--- src/rtl/async_evt_pkg.sv ---
// Shared types and constants for the asynchronous event timestamper.
package async_evt_pkg;

  localparam int unsigned TS_W_DEF  = 16;
  localparam int unsigned DEPTH_DEF = 8;
  localparam int unsigned FILL_W    = $clog2(DEPTH_DEF) + 1;

  typedef logic [TS_W_DEF-1:0] ts_t;

  // Occupancy width: one extra bit so a full FIFO (fill == depth) is representable.
  function automatic int unsigned fill_width(input int unsigned depth);
    return $clog2(depth) + 1;
  endfunction

endpackage

--- src/rtl/async_evt_stamp_if.sv ---
// Valid/ready timestamp stream between the event stamper and its consumer.
interface async_evt_stamp_if
  import async_evt_pkg::*;
#(
  parameter int unsigned TS_W = TS_W_DEF
);
  logic            evt_valid;
  logic [TS_W-1:0] evt_ts;
  logic            evt_ready;

  modport master (output evt_valid, output evt_ts, input evt_ready);
  modport slave  (input evt_valid, input evt_ts, output evt_ready);
endinterface

--- src/rtl/async_evt_fifo.sv ---
// Synchronous FIFO with registered write, extra-bit pointers and occupancy output.
module async_evt_fifo #(
  parameter int unsigned WIDTH = 16,
  parameter int unsigned DEPTH = 8,
  localparam int unsigned PTR_W = $clog2(DEPTH),
  localparam int unsigned FILL_W = PTR_W + 1
) (
  input  logic              clk,
  input  logic              rst_n,
  input  logic              clr,
  input  logic              push,
  input  logic              pop,
  input  logic [WIDTH-1:0]  wdata,
  output logic [WIDTH-1:0]  rdata,
  output logic              full,
  output logic              empty,
  output logic [FILL_W-1:0] fill
);

  if (DEPTH < 2 || (DEPTH & (DEPTH - 1)) != 0) begin : g_bad_depth
    $error("async_evt_fifo: DEPTH must be a power of two >= 2");
  end

  logic [WIDTH-1:0] mem [DEPTH];
  logic [PTR_W:0]   wr_ptr;
  logic [PTR_W:0]   rd_ptr;
  logic             do_push;
  logic             do_pop;

  // Pointers differ only in the wrap bit when full.
  assign empty   = (wr_ptr == rd_ptr);
  assign full    = (wr_ptr[PTR_W] != rd_ptr[PTR_W]) &&
                   (wr_ptr[PTR_W-1:0] == rd_ptr[PTR_W-1:0]);
  assign fill    = wr_ptr - rd_ptr;
  assign do_pop  = pop & ~empty;
  assign do_push = push & (~full | do_pop);
  // Head reads as zero when empty so the output is clean after reset and drain.
  assign rdata   = empty ? '0 : mem[rd_ptr[PTR_W-1:0]];

  // Pointer update; clear wins over push and pop.
  always_ff @(posedge clk or negedge rst_n) begin
    if (!rst_n) begin
      wr_ptr <= '0;
      rd_ptr <= '0;
    end else if (clr) begin
      wr_ptr <= '0;
      rd_ptr <= '0;
    end else begin
      if (do_push) wr_ptr <= wr_ptr + 1'b1;
      if (do_pop)  rd_ptr <= rd_ptr + 1'b1;
    end
  end

  // Storage write; unreset since empty masks the head.
  always_ff @(posedge clk) begin
    if (do_push && !clr) mem[wr_ptr[PTR_W-1:0]] <= wdata;
  end

endmodule

--- src/rtl/async_evt_stamp.sv ---
// Resynchronises an asynchronous event flag, timestamps each rising edge and buffers
// the stamps for a valid/ready consumer, with accepted/dropped event accounting.
// Optional build macro ASYNC_EVT_HOLDOFF_EN adds HOLDOFF cycles of event blanking.
module async_evt_stamp
  import async_evt_pkg::*;
#(
  parameter int unsigned TS_W    = TS_W_DEF,
  parameter int unsigned DEPTH   = DEPTH_DEF,
  parameter int unsigned OVF_W   = 8,
  parameter int unsigned HOLDOFF = 4,
  localparam int unsigned FW     = fill_width(DEPTH)
) (
  input  logic                clk,
  input  logic                rst_n,
  input  logic                pulse_in,
  input  logic                clr_in,
  async_evt_stamp_if.master   evt,
  output logic [15:0]         evt_count,
  output logic [OVF_W-1:0]    ovf_cnt,
  output logic                ovf_flag,
  output logic [FW-1:0]       fill
);

  logic            s1, s2, s3;
  logic            rise;
  logic            rise_ok;
  logic [TS_W-1:0] ts_cnt;
  logic [TS_W-1:0] head_ts;
  logic            full;
  logic            empty;
  logic            pop;
  logic            accept;
  logic            drop;

  // Two-flop synchroniser plus one delay flop for edge detection.
  always_ff @(posedge clk or negedge rst_n) begin
    if (!rst_n) begin
      s1 <= 1'b0;
      s2 <= 1'b0;
      s3 <= 1'b0;
    end else begin
      s1 <= pulse_in;
      s2 <= s1;
      s3 <= s2;
    end
  end

  assign rise = s2 & ~s3;

  // Free-running timestamp; untouched by clr_in.
  always_ff @(posedge clk or negedge rst_n) begin
    if (!rst_n) ts_cnt <= '0;
    else        ts_cnt <= ts_cnt + 1'b1;
  end

`ifdef ASYNC_EVT_HOLDOFF_EN
  localparam int unsigned HW = (HOLDOFF > 0) ? $clog2(HOLDOFF + 1) : 1;
  logic [HW-1:0] hold_cnt;

  assign rise_ok = rise & (hold_cnt == '0);

  // Blanking counter reloads on every processed rise, accepted or dropped.
  always_ff @(posedge clk or negedge rst_n) begin
    if (!rst_n)                 hold_cnt <= '0;
    else if (clr_in)            hold_cnt <= '0;
    else if (rise_ok)           hold_cnt <= HW'(HOLDOFF);
    else if (hold_cnt != '0)    hold_cnt <= hold_cnt - 1'b1;
  end
`else
  assign rise_ok = rise;
`endif

  assign pop    = evt.evt_valid & evt.evt_ready;
  // A pop in the same cycle frees a slot, so full only drops when nothing leaves.
  assign accept = rise_ok & ~clr_in & (~full | pop);
  assign drop   = rise_ok & ~clr_in & full & ~pop;

  async_evt_fifo #(
    .WIDTH (TS_W),
    .DEPTH (DEPTH)
  ) u_fifo (
    .clk   (clk),
    .rst_n (rst_n),
    .clr   (clr_in),
    .push  (accept),
    .pop   (pop),
    .wdata (ts_cnt),
    .rdata (head_ts),
    .full  (full),
    .empty (empty),
    .fill  (fill)
  );

  assign evt.evt_valid = ~empty;
  assign evt.evt_ts    = head_ts;

  // Accepted-event and overflow accounting.
  always_ff @(posedge clk or negedge rst_n) begin
    if (!rst_n) begin
      evt_count <= '0;
      ovf_cnt   <= '0;
      ovf_flag  <= 1'b0;
    end else if (clr_in) begin
      evt_count <= '0;
      ovf_cnt   <= '0;
      ovf_flag  <= 1'b0;
    end else begin
      if (accept) evt_count <= evt_count + 16'd1;
      if (drop) begin
        if (ovf_cnt != {OVF_W{1'b1}}) ovf_cnt <= ovf_cnt + 1'b1;
        ovf_flag <= 1'b1;
      end
    end
  end

endmodule

--- src/flat_wrapper.sv ---
// flat-port wrapper written by rule: the top's interface ports become plain ports
module async_evt_stamp_flat import async_evt_pkg::*;
#(
  parameter int unsigned TS_W    = TS_W_DEF,
  parameter int unsigned DEPTH   = DEPTH_DEF,
  parameter int unsigned OVF_W   = 8,
  parameter int unsigned HOLDOFF = 4,
  localparam int unsigned FW     = fill_width(DEPTH)
)
  (clk, rst_n, pulse_in, clr_in, evt_count, ovf_cnt, ovf_flag, fill, evt_evt_valid, evt_evt_ts, evt_evt_ready);
  async_evt_stamp_if #(.TS_W(TS_W)) evt_i ();
  input  logic clk;
  input  logic rst_n;
  input  logic pulse_in;
  input  logic clr_in;
  output logic [15:0] evt_count;
  output logic [OVF_W-1:0] ovf_cnt;
  output logic ovf_flag;
  output logic [FW-1:0] fill;
  output wire logic [$bits(evt_i.evt_valid)-1:0] evt_evt_valid;
  output wire logic [$bits(evt_i.evt_ts)-1:0] evt_evt_ts;
  input wire logic [$bits(evt_i.evt_ready)-1:0] evt_evt_ready;
  assign evt_evt_valid = evt_i.evt_valid;
  assign evt_evt_ts = evt_i.evt_ts;
  assign evt_i.evt_ready = evt_evt_ready;
  async_evt_stamp #(.TS_W(TS_W), .DEPTH(DEPTH), .OVF_W(OVF_W), .HOLDOFF(HOLDOFF)) u_core (.clk(clk), .rst_n(rst_n), .pulse_in(pulse_in), .clr_in(clr_in), .evt(evt_i), .evt_count(evt_count), .ovf_cnt(ovf_cnt), .ovf_flag(ovf_flag), .fill(fill));
endmodule
--- config.mk ---
export PLATFORM = sky130hd
export DESIGN_NAME = async_evt_stamp_flat
export DESIGN_NICKNAME = d
export VERILOG_FILES = /design/src/rtl/async_evt_pkg.sv /design/src/rtl/async_evt_stamp_if.sv /design/src/rtl/async_evt_fifo.sv /design/src/rtl/async_evt_stamp.sv /design/src/flat_wrapper.sv
export SDC_FILE = /design/constraint.sdc
export NUM_CORES = 1
export LEC_CHECK = 0
export BUFFER_PORTS_ARGS = -buffer_cell sky130_fd_sc_hd__clkbuf_2
export CORE_MARGIN = 2
export CORE_UTILIZATION = 60
export DETAILED_ROUTE_END_ITERATION = 10
export PLACE_DENSITY = 0.79
export SYNTH_ARGS = -nofsm -noshare
export SYNTH_HDL_FRONTEND = slang
export SYNTH_SLANG_ARGS = --single-unit
export TNS_END_PERCENT = 50
--- constraint.sdc ---
create_clock -name clk -period 11.5 [get_ports clk]
set_clock_uncertainty 0.2 [all_clocks]
set_input_delay 2.3 -clock clk [delete_from_list [all_inputs] [get_ports clk]]
set_output_delay 2.3 -clock clk [all_outputs]
set_load 0.01 [all_outputs]
# Yosys cells after proc, flatten, opt, wreduce, memory -nomap -nowiden
# Memory sizes are Yosys's and may differ from the RTL's.
# Index checks and enable logic that the tools add are counted.
# W data, S select, Z words.
totals:
  ff_bits: 52
  ramBits: 128
  output_inout_bits: 46
  wordCells: 58
  memories: 1
classes:
  addsub: 6
  n_eq_ne: 4
  n_mux: 14
  bitwise_logic: 15
  reduce_logical: 9
memory_table:
  columns: ["memory", "words", "width", "rd", "rd_clocked_by_memory_dff", "write_ports", "line_no", "text"]
  rows:
  - ["u_core.u_fifo.mem", 8, 16, 1, 0, 1, "async_evt_fifo.sv:24", "logic [WIDTH-1:0] mem [DEPTH];"]
ops:
  columns: ["op", "n"]
  rows:
  - ["$mux W16", 3]
  - ["$add A16 B1 Y16 const B", 2]
  - ["$mux W8", 3]
  - ["$mux W4", 4]
  - ["$reduce_bool A2 Y1", 5]
  - ["$add A4 B1 Y4 const B", 2]
  - ["$add A8 B1 Y8 const B", 1]
  - ["$and A1 B1 Y1", 8]
  - ["$ne A8 B8 Y1 const B", 1]
  - ["$not A1 Y1", 5]
  - ["$eq A4 B4 Y1", 1]
  - ["$mux W1", 4]
  - ["$sub A4 B4 Y4", 1]
  - ["$eq A3 B3 Y1", 1]
  - ["$logic_and A1 B1 Y1", 2]
  - ["$or A1 B1 Y1", 2]
  - ["$reduce_and A2 Y1", 1]
  - ["$logic_not A1 Y1", 1]
  - ["$ne A1 B1 Y1", 1]

# Depth between registers and ports, before layout
# Gate-level depths: netlist of the first run.
logic_depth:
  word_depth: 9
  depth_mapped: 9
  depth_no_buf: 6

# Hierarchy
# From an unflattened synthesis of the first run, not the netlist that was laid out.
hier_totals:
  hier_cells: 481
  area_unflattened_um2: 7572.3
by_module_without_submodules:
  columns: ["module", "n_inst", "cells_per_inst", "area_each_um2", "seq_area_each_um2"]
  rows:
  - ["async_evt_fifo", 1, 292, 5489.0, 4043.9]
  - ["async_evt_stamp", 1, 189, 2083.2, 1101.1]

# Worst setup path after synthesis of the first run
# OpenSTA, ideal clock, no wires.
synth_timing:
  path_kind: "in2reg"
  from: "in clr_in"
  to: "mem u_core.u_fifo.mem[0][0] (enable)"
  setup_ns: 0.430
  t_arrival_ns: 4.556
  t_required_ns: 10.870
  setup_slack_ns: 6.314
  cell_stages: 4
  path_cell_list: "buf_2 nor3b_2 o21ai_1 nor4_1"
synth_via:
  elab_chain_len: 7
  word_cells_on_any_way: 8
synth_lines:
  columns: ["item", "line_no", "text"]
  rows:
  - ["start, declared", "flat_wrapper.sv:15", "input logic clr_in;"]
  - ["$not A1 Y1", "async_evt_stamp.sv:75", "assign accept = rise_ok & ~clr_in & (~full | pop);"]
  - ["$and A1 B1 Y1 (2 in a row)", "async_evt_stamp.sv:75", null]
  - ["$and A1 B1 Y1", "async_evt_fifo.sv:36", "assign do_push = push & (~full | do_pop);"]
  - ["$logic_and A1 B1 Y1 *", "async_evt_fifo.sv:56", "if (do_push && !clr) mem[wr_ptr[PTR_W-1:0]] <= wdata;"]
  - ["$mux W1 *", "async_evt_fifo.sv:56", null]
  - ["$mux W1 (implied by the code) *", "async_evt_fifo.sv:56", null]
  - ["end, declared", "async_evt_fifo.sv:24", null]
# Every way passes the cells marked *; elsewhere a longest branch is shown, timed or not.

# Worst setup path in the final report of the first run
layout_timing:
  from: "reg u_core.u_fifo.rd_ptr[2]"
  to: "out evt_evt_ts[8]"
layout_via:
  elab_chain_len: 2
  word_cells_on_any_way: 3
layout_lines:
  columns: ["item", "line_no", "text"]
  rows:
  - ["start, declared", "async_evt_fifo.sv:26", "logic [PTR_W:0] rd_ptr;"]
  - ["start signal, assigned", "async_evt_fifo.sv:50", "if (do_pop) rd_ptr <= rd_ptr + 1'b1;"]
  - ["$mem_v2 Z8 W16 or $eq A4 B4 Y1 (tied branches)", null, null]
  - ["$mux W16 *", "async_evt_fifo.sv:38", "assign rdata = empty ? '0 : mem[rd_ptr[PTR_W-1:0]];"]
  - ["end, declared", "flat_wrapper.sv:21", "output wire logic [$bits(evt_i.evt_ts)-1:0] evt_evt_ts;"]
# Marks and branches as above.

==> results.txt, run 1 <==
- Met2 routing resource usage after global routing: 0.387
* Final weighted congestion in routability-driven placement: 0.843
- Ant diodes: 0
- The critical path is of the flop to output pin type.
- For this run, global-route usage on met3 was measured as 0.0481.
- Number of rows in the core area: 40
- CTS clock-pin slew for the worst setup and hold paths: 0.07 ns
- Buffers plus inverters on the worst setup path: 3
* Post-CTS setup buffers: 0
- No sink is reached through more buffers than the 2 on the longest clock path.
* Vias in the first global route: 4420
- Minimum period implied by the final worst setup slack: 5.99 ns
- Static timing analysis puts the maximum clock frequency at 0.167 GHz.
* Status: finished clean
- After floorplanning, the core was sized to cover 0.0121 mm2.
- Setup repair after global routing missed its margin: false
- For this run the aggregate overflow at the end of global routing stands at 0.
- The clock tree synthesis step divided the H-tree into 4 levels.
- Pin count of the biggest net entering global routing: 53
- The worst hold path belongs to the class flop to flop.
- Averaged over all synthesized cells, the footprint is 15.5 um2.
* Share of cells above drive strength 1: 0.245
- TritonCTS built the clock tree.
- For this configuration, the core starts out at a cell density of 0.618.
- Post-route clock period utilization: 0.521
- Critical path required time: 9.00 ns
- The first detailed-routing pass ran for 5 iterations.
- Max stage delay cell, worst path: clkinv_1
- Async set or reset register ratio after synthesis: 0.289
- The first global-routing pass estimated 24100 um of wire.
* Sum of routed wire length over all layers: 15000 um
* Register bit total from synthesis: 180
- Once detailed placement completed, the half-perimeter wirelength came to 8860 um.
* Via count of the routed design: 4419
- In this run the count of I/O pins placed on the die edge is 51.
- Distinct cells, synth: 46
- The tool flagged a number of max-cap violations equal to 0.
- Sequential share of the synthesized area: 0.690
* Number of max-slew violations in the final report: 0
- Post-DR vias/cell: 6.12
- Initial DRC count: 400
- Post-synth EDFFs: 128
* Leakage power figure: 0.00332 uW
* Initial antenna violation count: 0
* # hold bufs at CTS: 0
* Max-Slew Margin vs Limit: 0.385
* Antenna Nets Post-Route: 0
- In this run the cell area of the synthesized design comes to 0.00745 mm2.
- The most used flip-flop cell after synthesis is edfxtp_1.
- Kind of start point of the critical path: flop
- Critical path's top delay family: buffers and inverters
* Number of nets in the finished design: 555
- Quantity of I/O buffers inserted on ports: 50
- In the layout the commonest cells are edfxtp_1 (128), dfrtp_1 (51), nand2_1 (50), clkbuf_2 (50), a21oi_1 (34).
- Along the worst path, the maximum fanout reaches 18.
* PostCTS Resize Cnt: 0
- The signal on the critical path passes through clkinv_1, ha_1, nand3_1, nor2_1, buf_4, a21oi_1, clkbuf_2.
- Most frequent standard cell in the layout excluding fill and tap cells: edfxtp_1
* Sink count of the clock tree: 180
- Overall power consumption: 1440 uW
- Die extent in y: 115 um
* Slew at the pin closest to its max-slew limit: 0.916 ns
- In the final timing run, aggregate negative setup slack is 0 ns.
* Data arrival time at the worst-slack endpoint: 3.49 ns
- In the routed design, unresolved DRC markers number 0.
- Final Hold Vio Count: 0
- For this run, the total global-route usage over all layers was measured as 0.245.
- Setup violations remaining at the end of the flow were counted as 0.
- From synthesis to final layout, the design area changed by 15.2%.
* Worst-skew pair later-pin latency: 0.42 ns
- The largest single stage delay on the critical path is 0.82 ns.
- STA classifies the critical path endpoint as an output pin.
- Highest ir drop seen on vdd: 0.0940 mV
* Library cell used as clock root buffer: clkbuf_16
- Overall die area: 0.0133 mm2
- In the global route stage, met1 resource usage came out at 0.342.
* Number of CTS-inserted buffers: 17
* Power density over the cells: 167 mW/mm2
* Routed wire length per instance: 20.8 um
- Synthesis produced a netlist whose cell count is 480.
* Busiest metal layer after global routing: met2
- Syn nets: 494
- During synthesis, Yosys emitted a total of 0 warnings.
- From left edge to right edge, the die measures 115 um.
[power breakdown]
part	internal (uW)	total, uW	switching (uW)
registers	693	696	2.85
clock network	367	612	245
logic	53.7	127	73.6
total	1110	1440	321
[Yosys cell counts, drive strengths merged (8+ instances only)]
master,instances,area share
a21oi,35,0.024
buf,8,0.0050
clkbuf,12,0.0060
dfrtp,52,0.17
edfxtp,128,0.52
ha,8,0.013
inv,13,0.0065
mux4,32,0.097
nand2,50,0.025
nand3,14,0.0094
nand4,10,0.0084
nor2,12,0.0060
o21ai,12,0.0081
o31ai,10,0.010
or4,8,0.0081
xnor2,14,0.017
xor2,9,0.012
[routing by layer]
metal,share of wire,vias up,routed length (um)
met3,0.045,30,680
met4,0.024,0,353
met5,0,-,0
met1,0.43,2275,6510
met2,0.50,139,7460
li1,-,1975,-
[worst register-to-register path: stages (launching register included)]
cell and delay [ns]:
dfrtp_1 0.80, clkinv_1 0.83, ha_1 0.64, and4b_1 0.26, a21oi_2 0.36, nand2_1 0.21
nor3_2 0.65, buf_4 0.34
[per-stage QoR]
| step | util | cell area, um2 | cells | hold slack [ns] | setup slack [ns] |
|---|---|---|---|---|---|
| 2_1_floorplan | - | 7450 | 480 | 0.131 | 6.31 |
| 3_3_place_gp | 0.660 | 7960 | 690 | 0.150 | 6.15 |
| 3_5_place_dp | 0.660 | 7960 | 690 | 0.158 | 5.95 |
| 4_1_cts | 0.712 | 8590 | 722 | 0.172 | 5.48 |
| 5_1_grt | 0.712 | 8590 | 722 | 0.185 | 5.31 |
| 6_report | 0.712 | 8590 | 722 | 0.164 | 5.51 |
[state kept, by name, summed over array words and instances, names as in the netlist]
register and count:
u_core.ovf_cnt 8, u_core.u_fifo.wr_ptr 4, u_core.ts_cnt 16, u_core.evt_count 16, u_core.s2 1, u_core.s3 1, u_core.u_fifo.mem 128, u_core.u_fifo.rd_ptr 4
u_core.ovf_flag 1, u_core.s1 1
[final timing paths]
check,from,endpoint,slack (ns),cells after the start
worst max-delay path,u_core.u_fifo.rd_ptr[2]$_DFFE_PN0P_,evt_evt_ts[8],5.51,7
worst min-delay path,u_core.s1$_DFF_PN0_,u_core.s2$_DFF_PN0_,0.16,0
worst max register to register,u_core.u_fifo.rd_ptr[2]$_DFFE_PN0P_,u_core.u_fifo.mem[2][9]$_DFFE_PP_,6.91,7
worst min register to register,u_core.s1$_DFF_PN0_,u_core.s2$_DFF_PN0_,0.16,0
max in group asynchronous,rst_n,u_core.u_fifo.rd_ptr[0]$_DFFE_PN0P_,8.84,2
min in group asynchronous,rst_n,u_core.evt_count[10]$_DFFE_PN0P_,1.79,2
[final cells by class]
type                            instances  area [um2]
Clock buffer                           18         429
Clock inverter                         14         201
Fill cell                             758        3480
Inverter                               15        56.3
Multi-Input combinational cell        265        2200
Sequential cell                       180        5150
Tap cell                              168         210
Timing Repair Buffer                   62         340
[kinds of logic (layout without fill, tap and decap cells)]
family | count (synthesis) | after routing | share of synthesized area
AOI/OAI and AO/OA | 69 | 69 | 0.0556
xor gates and xnor gates | 23 | 23 | 0.0290
adders and majority gates | 9 | 9 | 0.0161
buffers and inverters | 35 | 109 | 0.0186
DFF | 180 | 180 | 0.690
muxes | 36 | 36 | 0.102
and+or+nand+nor | 128 | 128 | 0.0883
No activity file was read; power rests on OpenSTA's default activity.
==> run 2: changes to the inputs <==
--- a/config.mk
+++ b/config.mk
@@ -5,11 +5,12 @@
 export SDC_FILE = /design/constraint.sdc
 export NUM_CORES = 1
 export LEC_CHECK = 0
+export ABC_AREA = 1
 export BUFFER_PORTS_ARGS = -buffer_cell sky130_fd_sc_hd__clkbuf_2
 export CORE_MARGIN = 2
-export CORE_UTILIZATION = 60
+export CORE_UTILIZATION = 54
 export DETAILED_ROUTE_END_ITERATION = 10
-export PLACE_DENSITY = 0.79
+export PLACE_DENSITY = 0.75
 export SYNTH_ARGS = -nofsm -noshare
 export SYNTH_HDL_FRONTEND = slang
 export SYNTH_SLANG_ARGS = --single-unit
==> constraint.sdc (replaced) <==
create_clock -name clk -period 5.1 [get_ports clk]
set_clock_uncertainty 0.2 [all_clocks]
set_input_delay 1.02 -clock clk [delete_from_list [all_inputs] [get_ports clk]]
set_output_delay 1.02 -clock clk [all_outputs]
set_load 0.01 [all_outputs]
==> run 2 against run 1 <==
Net effect: combinational power increased to 2.7 times the previous value; synthesized area increased by 5.4%; total power increased by 130%; critical endpoint is now evt_evt_ts[3]; clock-buffer cell count increased by 6; final area increased by 3.2%; first-iteration DRC count increased by 32%; setup slack got worse by 4.7 ns; clock power increased by 110%; synthesized cell count increased by 54%; critical path type unchanged; routed wire length increased by 13%.
==> results.txt, run 2 <==
* Switching power share of the total: 0.239
- Number of max-slew violations in the final report: 0
- Sink count of the clock tree: 180
- Post-CTS setup buffers: 0
- Max-cap violations in this run came to 0.
* Final Hold Vio Count: 0
* Worst-path fanout max: 18
- Aggregate global-route resource usage: 0.226
- Dividing the detail-routed wire length by the instance count gives 17.1 um.
- Row generation in the floorplan step produced 44 rows.
- The count of buffers added on input and output ports is 50.
- The synthesized netlist contains 30 unique library cells.
- Kind of start point of the critical path: flop
- Power Internal: 2470 uW
* Worst Reg2Reg Path Length in Cells: 8
- Status: finished clean
* Setup total negative slack: 0 ns
- Overall die area: 0.0155 mm2
- Launch instance of the worst min-delay path: u_core.s1$_DFF_PN0_
* Syn nets: 752
* Max clock buf depth: 2
* Switching power total: 774 uW
- Max FFs per register: 128
* Element type at the critical path end: output pin
* Leakage power figure: 0.00346 uW
- # hold bufs at CTS: 0
- In the post-synthesis netlist, the cell with the most instances is nor2_1.
* Top library cells by usage in the layout, fill and taps aside: nor2_1 (154), edfxtp_1 (128), o21ai_0 (107), nand2_1 (94), dfrtp_1 (51)
* Vias in the first global route: 5508
* Pin count of the biggest net entering global routing: 59
* Post-synthesis cell count: 738
- In the finished design, the share of the clock period the worst path needs comes to 0.838.
- Die extent in y: 125 um
* Post-DR vias/cell: 5.68
* H-tree depth: 4
- Of the total power, registers draw 0.492.
* Minimum period implied by the final worst setup slack: 4.27 ns
- Setup repair after global routing left no endpoint under its margin.
- Derived from the worst setup path, the maximum achievable clock frequency is 0.234 GHz.
- Worst r2r dst: u_core.u_fifo.mem[5][14]$_DFFE_PP_
- Top post-synthesis cells by count: nor2_1 (154), edfxtp_1 (128), o21ai_0 (107), nand2_1 (94), dfrtp_1 (52)
* Power density over the cells: 365 mW/mm2
- The synthesized design contains 128 enable-type register cells.
* Most frequent standard cell in the layout excluding fill and tap cells: nor2_1
- Of all flip-flops after synthesis, the portion carrying an async set or reset was 0.289.
* Main flop type after synthesis: edfxtp_1
* Wire length of the first global-routing pass: 27600 um
- IR analysis of the VDD net gives a maximum drop of 0.225 mV.
- After clock tree synthesis, the clock-pin slew on the worst setup and hold paths is 0.06 ns.
- Counting flops and latches in the post-synthesis netlist gives 180.
- Averaged over all synthesized cells, the footprint is 10.6 um2.
- Of the total power, combinational logic draws 0.106.
- Data arrival time at the worst-slack endpoint: 3.05 ns
* Max-Slew Margin vs Limit: 0.448
- Share of the synthesized area in the top cell type: 0.489
- At the pin with the least slew margin, the transition time is 0.827 ns.
* Library cell used as clock root buffer: clkbuf_16
* Initial DRC count: 526
- In the final layout, the share of cells above drive strength 1 is 0.143.
- Routability-driven placement finished with a final weighted congestion of 0.886.
* Antenna Nets Post-Route: 0
- Worst setup slack after layout: 0.826 ns
- Clock network fraction of total power: 0.403
- Cell type contributing the most total cell area after synthesis: edfxtp_1
* Path category of the worst min-delay check: flop to flop
* Yosys synthesis warning count: 0
* Setup Slack @ Placement: 1.34 ns
* Clock tree from TritonCTS: done
- The initial antenna violation count is 1.
- The die is 125 um wide.
- Hold Crit Depth: 0
- Count of pins on the block boundary: 51
* Cell area after synthesis: 0.00785 mm2
- Drt drc: 0
- Across all layers, the routed design uses 5616 vias.
- Setup violations remaining at the end of the flow were counted as 0.
- Clock latency on the worst-skew pair, taken at its later pin, is 0.42 ns.
- Worst reg2reg setup slack: 1.34 ns
* Startpoint of the worst-slack reg-to-reg timing path: u_core.u_fifo.rd_ptr[2]$_DFFE_PN0P_
- TritonCTS created 17 clock buffers.
- Leading cell types by total area after synthesis: edfxtp_1 (49%), dfrtp_1 (17%), nor2_1 (7.4%)
* Initial core utilization: 0.547
* Sequential share of the synthesized area: 0.655
* Sum of routed wire length over all layers: 16900 um
- Area of the core: 0.0144 mm2
* PostCTS Resize Cnt: 0
- GRT overflow: 0
- Critical path required time: 3.88 ns
- From synthesis to final layout, the design area changed by 12.9%.
* Number of nets in the finished design: 805
- Number of search-and-repair iterations in the first detailed-routing pass: 7
* Capture endpoint of the worst hold path: u_core.s2$_DFF_PN0_
- The critical path is of the flop to output pin type.
* DPL Wire Length: 10700 um
[run 2: changes by cell type in the layout (fill, tap and decap cells not counted), moves of 9 or more]
cell / delta
o31ai_1: -10
nand3_1: +17
nor2_1: +142
xor2_1: +9
inv_1: +30
o21ai_0: +96
o22ai_1: +17
a21oi_1: -30
mux4_2: -32
nand2_1: +44
o21ai_1: +9
[run 2: cell families after synthesis]
logic type | after synthesis | synth area share
simple gates | 311 | 0.166
flops | 180 | 0.655
compound gates | 140 | 0.0927
buf+inv | 76 | 0.0465
xor+xnor | 22 | 0.0245
fa+ha+maj | 9 | 0.0153
[run 2: power by group through the flow]
| stage | clock network, uW | logic, uW | registers, uW |
|---|---|---|---|
| after global routing | 1380 | 383 | 1590 |
| after global placement | 0 | 335 | 1620 |
| after CTS | 1320 | 341 | 1590 |
| after floorplan | 0 | 237 | 1620 |
| final | 1300 | 343 | 1590 |
| after detailed placement | 0 | 338 | 1620 |
[run 2: layout make-up]
cell class,count,area (um2)
multi-input combinational,482,2360
clock inverter,8,93.8
inverter,46,174
antenna,1,2.50
tap,184,230
clock buffer,24,504
timing repair buffer,64,355
fill,1082,5500
sequential,180,5150
[run 2: critical path: stages (launching register included)]
cell and delay, ns:
dfrtp_1 0.78, clkinv_1 0.28, ha_1 0.41, nand3_1 0.13, nor2_1 0.08, inv_1 0.45
o21ai_0 0.20, nor2_1 0.15, clkbuf_2 0.15
[run 2: worst max path at each step]
| stage | to | from | slack [ns] |
|---|---|---|---|
| final | evt_evt_ts[3] | u_core.u_fifo.rd_ptr[2]$_DFFE_PN0P_ | 0.83 |
| after global routing | evt_evt_ts[0] | u_core.u_fifo.rd_ptr[2]$_DFFE_PN0P_ | 0.60 |
| after CTS | evt_evt_ts[3] | u_core.u_fifo.rd_ptr[2]$_DFFE_PN0P_ | 0.89 |
| after detailed placement | evt_evt_ts[3] | u_core.u_fifo.rd_ptr[2]$_DFFE_PN0P_ | 1.34 |
| after global placement | evt_evt_ts[10] | u_core.u_fifo.rd_ptr[2]$_DFFE_PN0P_ | 1.46 |
| after floorplan | u_core.u_fifo.mem[6][0]$_DFFE_PP_ | u_core.u_fifo.rd_ptr[2]$_DFFE_PN0P_ | 1.73 |
[run 2: per-stage QoR]
| stage | cells | utilization | hold WS (ns) | cell area [um2] | power (uW) |
|---|---|---|---|---|---|
| after floorplan | 738 | - | 0.131 | 7850 | 1850 |
| after global placement | 956 | 0.575 | 0.138 | 8260 | 1960 |
| after detailed placement | 956 | 0.575 | 0.140 | 8260 | 1960 |
| after CTS | 988 | 0.617 | 0.153 | 8860 | 3250 |
| after global routing | 988 | 0.617 | 0.177 | 8860 | 3350 |
| final | 989 | 0.617 | 0.149 | 8860 | 3240 |
[run 2: routing by layer]
layer / up-vias / GRT usage / wire length, um
li1: 2636 / - / -
met1: 2753 / 0.304 / 7160
met2: 195 / 0.364 / 8390
met3: 32 / 0.0399 / 964
met4: 0 / 0.0998 / 422
met5: - / 0 / 0
